==> src/rtl/dec_rt_yx.sv <==
// dec_rt_yx: per-router route decoder for the node-table NoC.
// Decodes a unicast node ID or a multicast bitmap into an output port,
// strips the own-node bit from the bitmap and flags whether a node-table
// lookup is needed for the remaining destinations. One-cycle latency,
// one decode per cycle.
// Optional feature: define DEC_RT_MCAST_EN to build the multicast path;
// without it every request decodes as unicast and the bitmap outputs are 0.
module dec_rt_yx #(
  parameter int unsigned X_POS = 0,
  parameter int unsigned Y_POS = 0
) (
  input  logic        clk,
  input  logic        rst,
  input  logic        in_valid,
  input  logic        um_type,
  input  logic [10:0] addr0,
  input  logic [55:0] addr1,
  output logic        out_valid,
  output logic [2:0]  port,
  output logic [55:0] addr1_rm,
  output logic        multab_en
);

  localparam int unsigned UADDR = 10;
  localparam int unsigned MADDR = 55;
  localparam int unsigned PORTW = 2;
  localparam int unsigned NODES = 56;
  localparam int unsigned OWN   = X_POS * 4 + Y_POS;

  localparam logic [PORTW:0] PORT_L = 3'd0;
  localparam logic [PORTW:0] PORT_N = 3'd1;
  localparam logic [PORTW:0] PORT_E = 3'd2;
  localparam logic [PORTW:0] PORT_S = 3'd3;
  localparam logic [PORTW:0] PORT_W = 3'd4;

  // Y-first dimension-order route for a node ID inside the mesh
  function automatic logic [PORTW:0] route(input logic [5:0] t);
    logic [3:0] tx;
    logic [1:0] ty;
    tx = t[5:2];
    ty = t[1:0];
    if (32'(ty) > Y_POS)      route = PORT_S;
    else if (32'(ty) < Y_POS) route = PORT_N;
    else if (32'(tx) > X_POS) route = PORT_E;
    else if (32'(tx) < X_POS) route = PORT_W;
    else                      route = PORT_L;
  endfunction

  // Unicast decode: out-of-mesh IDs fall back to Local
  function automatic logic [PORTW:0] route_uni(input logic [5:0] t);
    if (t >= 6'(NODES)) route_uni = PORT_L;
    else                route_uni = route(t);
  endfunction

`ifdef DEC_RT_MCAST_EN
  localparam logic [MADDR:0] OWN_MASK = (MADDR+1)'(1) << OWN;

  // Index of the lowest set bit; 0 when the bitmap is empty
  function automatic logic [5:0] lowest(input logic [MADDR:0] bm);
    lowest = 6'd0;
    for (int i = int'(MADDR); i >= 0; i--) begin
      if (bm[i]) lowest = 6'(i);
    end
  endfunction
`endif

  logic            valid_d, valid_q;
  logic [PORTW:0]  port_d, port_q;
  logic [MADDR:0]  rm_d, rm_q;
  logic            me_d, me_q;

  // Upper unicast bits carry no routing information
  logic unused_c;
  assign unused_c = ^{addr0[UADDR:6], um_type, addr1};

  // Next-state decode of the current request
  always_comb begin
    valid_d = 1'b0;
    port_d  = PORT_L;
    rm_d    = '0;
    me_d    = 1'b0;
    if (in_valid) begin
`ifdef DEC_RT_MCAST_EN
      if (um_type) begin
        if (addr1 != '0) begin
          valid_d = 1'b1;
          rm_d    = addr1 & ~OWN_MASK;
          me_d    = |rm_d;
          port_d  = addr1[OWN] ? PORT_L : route(lowest(rm_d));
        end
      end else begin
        valid_d = 1'b1;
        port_d  = route_uni(addr0[5:0]);
      end
`else
      valid_d = 1'b1;
      port_d  = route_uni(addr0[5:0]);
`endif
    end
  end

  // Output registers with synchronous reset
  always_ff @(posedge clk) begin
    if (rst) begin
      valid_q <= 1'b0;
      port_q  <= PORT_L;
      rm_q    <= '0;
      me_q    <= 1'b0;
    end else begin
      valid_q <= valid_d;
      port_q  <= port_d;
      rm_q    <= rm_d;
      me_q    <= me_d;
    end
  end

  assign out_valid = valid_q;
  assign port      = port_q;
  assign addr1_rm  = rm_q;
  assign multab_en = me_q;

endmodule

==> config.mk <==
export PLATFORM = sky130hd
export DESIGN_NAME = dec_rt_yx
export DESIGN_NICKNAME = d
export VERILOG_FILES = /design/src/rtl/dec_rt_yx.sv
export SDC_FILE = /design/constraint.sdc
export NUM_CORES = 1
export LEC_CHECK = 0
export CAP_MARGIN = 40
export CORE_MARGIN = 2
export CORE_UTILIZATION = 18
export CTS_CLUSTER_SIZE = 24
export DETAILED_ROUTE_END_ITERATION = 8
export PLACE_DENSITY = 0.87
export SYNTH_ARGS = -nofsm -noshare
export SYNTH_HDL_FRONTEND = slang
export SYNTH_SLANG_ARGS = --single-unit
==> constraint.sdc <==
create_clock -name clk -period 1 [get_ports clk]
set_input_delay 0.3 -clock clk [delete_from_list [all_inputs] [get_ports clk]]
set_output_delay 0.3 -clock clk [all_outputs]
set_load 0.1 [all_outputs]
==> results <==
## flip-flops by register name (all words and copies together), names as in the netlist
| name | cells |
|---|---|
| port | 2 |
| out_valid | 1 |
## timing repair
action	CTS	global route
gates resized for setup	4	2
buffers inserted	0	0
hold buffers	0	0
endpoints found under the setup margin	4	5
endpoints found under the hold margin	0	0
pin swaps	2	0
## through the flow
stage	instance area [um^2]	hold slack (ns)	power (uW)
2_1_floorplan	761	0.439	1310
3_3_place_gp	504	0.762	1190
3_5_place_dp	504	0.762	1200
4_1_cts	539	0.548	1420
5_1_grt	553	0.622	1480
6_report	553	0.628	1420
## layout by cell type, fill, tap and decap left out, drive strengths merged
cell,instances
a211oi,1
and3,1
buf,3
clkbuf,4
clkdlybuf4s50,6
conb,58
dfxtp,3
dlygate4sd2,2
inv,1
nand2b,1
nor2,1
nor3,1
nor4,1
## synthesized netlist by cell type
cell	n	area share, %
buf_4	58	80
nor3_1	1	0.92
conb_1	1	0.69
nor4_1	1	1.2
nor2_1	1	0.69
and3_4	1	2.1
dfxtp_1	3	11
inv_1	1	0.69
nand2b_1	1	1.2
a211oi_1	1	1.4
## cell type report
cell class / instances / share of cell area [%]
clock buffer: 4 / 4.75
inverter: 1 / 0.679
multi-input combinational: 64 / 51.1
sequential: 3 / 11.5
tap: 31 / 7.01
timing repair buffer: 11 / 24.9
## power breakdown
| part | switching [uW] | internal (uW) | total (uW) |
|---|---|---|---|
| Clock | 63.5 | 150 | 213 |
| Combinational | 1020 | 57.8 | 1070 |
| Sequential | 5.22 | 129 | 134 |
## worst max-delay path, cell delays in order
cell,delay [ns]
clkdlybuf4s50_1,0.48
nor4_4,0.28
a211oi_2,0.11
## worst max-delay path by stage
stage | depth (start not counted) | end
5_1_grt | 1 | port[1]
2_1_floorplan | 0 | out_valid
3_3_place_gp | 3 | port[1]
4_1_cts | 1 | port[0]
3_5_place_dp | 3 | port[1]
6_report | 3 | port[1]
## routing by layer
layer | wire length (um) | vias up | part of all wire [%] | GRT usage (%)
li1 | - | 124 | - | -
met1 | 106 | 121 | 14 | 1.59
met2 | 388 | 58 | 53 | 6.83
met3 | 238 | 0 | 32 | 1.76
met4 | 0 | 0 | 0 | 3.90
met5 | 0 | - | 0 | 0
## logic make-up (layout without fill, tap and decap cells)
logic type	after synthesis	in the layout	synth area share, %
AO/OA/AOI/OAI	1	1	1.38
other	1	58	0.691
AND/OR/NAND/NOR	5	5	5.99
flip-flops	3	3	11.1
buffers and inverters	59	16	80.9
==> flow_summary.yaml <==
outcome:
  outcome: "complete, but fails checks"
  violations: "DRC, setup timing"
floorplanning:
  floorplan.initialDensity_pct: 19.4
  die_h_um: 58.9
  num_rows: 19
  chipWidth_um: 58.9
  coreArea_um2: 2810
  io_pins: 132
  dieArea_um2: 3470
cts:
  clk_pin_slew_worst_paths_ns: 0.04
  numCtsBuffers: 3
  cts_max_level: 1
  cts_buffer_depth: 2
  clock-sinks: 3
  cts-root-buf: "clkbuf_4"
  cts_tree: "built"
hold_path:
  worstHoldStart: "addr0[2]"
  min_path_type: "primary input to flop"
  worstHoldEndpoint: "port[1]"
  hold_depth: 3
power_and_ir_drop:
  p_leak_uw: 0.000312
  vdd_ir_drop_max_mv: 0.402
  power.density_nw_per_um2: 2570
critical_path:
  cp-startpoint: "addr0[5]"
  path_class: "primary input to flop"
  arrival_ns: 1.17
  endpoint_kind: "flop"
  crit_required_ns: 1.10
  cp-start-kind: "primary input"
  cp_max_fo: 2
routing:
  drt_pre_antenna_iters: 6
  drtIter0Drc: 14
  drc_errors: 7
  avgViaCountPerCell: 2.66
  finalWirelength_um: 733
  drt.antenna.violating_nets: 0
  vias: 303
  wire_per_inst_um: 6.43
timing:
  max_freq_ghz: 0.933
  hold_violations: 0
  rsz0062_at_grt: "true"
  drv_slew: 0
  setup_viol: 5
  min_period_over_period_pct: 107
  period_needed_ns: 1.07
  tns_ns: -0.170
  fin_ws_ns: -0.0721
yosys:
  ys_seq_elements: 3
  avgSynthCellArea_um2: 7.87
  yosysSeqAreaShare_pct: 11.1
  synthCells: 69
  netlist_area_um2: 543
  yosys_warnings: 0
  synth_cell_types: 10
global_route:
  grt-ovfl-total: 0
  grt_pass1_wl_um: 814
  grt_max_degree: 4
  antenna_found_initial: 0
  grt_pass1_vias: 200
  track_usage_pct: 3.39
placed_design:
  globalplace.congestion: 0.611
  hpwl_um: 553
  port_buffers: 11
  dpl_worst_slack_ns: -0.245
  place_inst: 110
cells_and_area:
  n_antenna_cell: 0
  register_area_um2: 63.8
  multi_input_area_um2: 283
  post-route-util_pct: 19.7
  area_growth_pct: 1.84
  nNetsFinal: 155
  layout-drive-gt1-share_pct: 15.7
  nFillCells: 302
  fin_cells: 114
run:
  cap_viol_max_count: 0
Note: power is estimated with default switching activity, not from simulation.
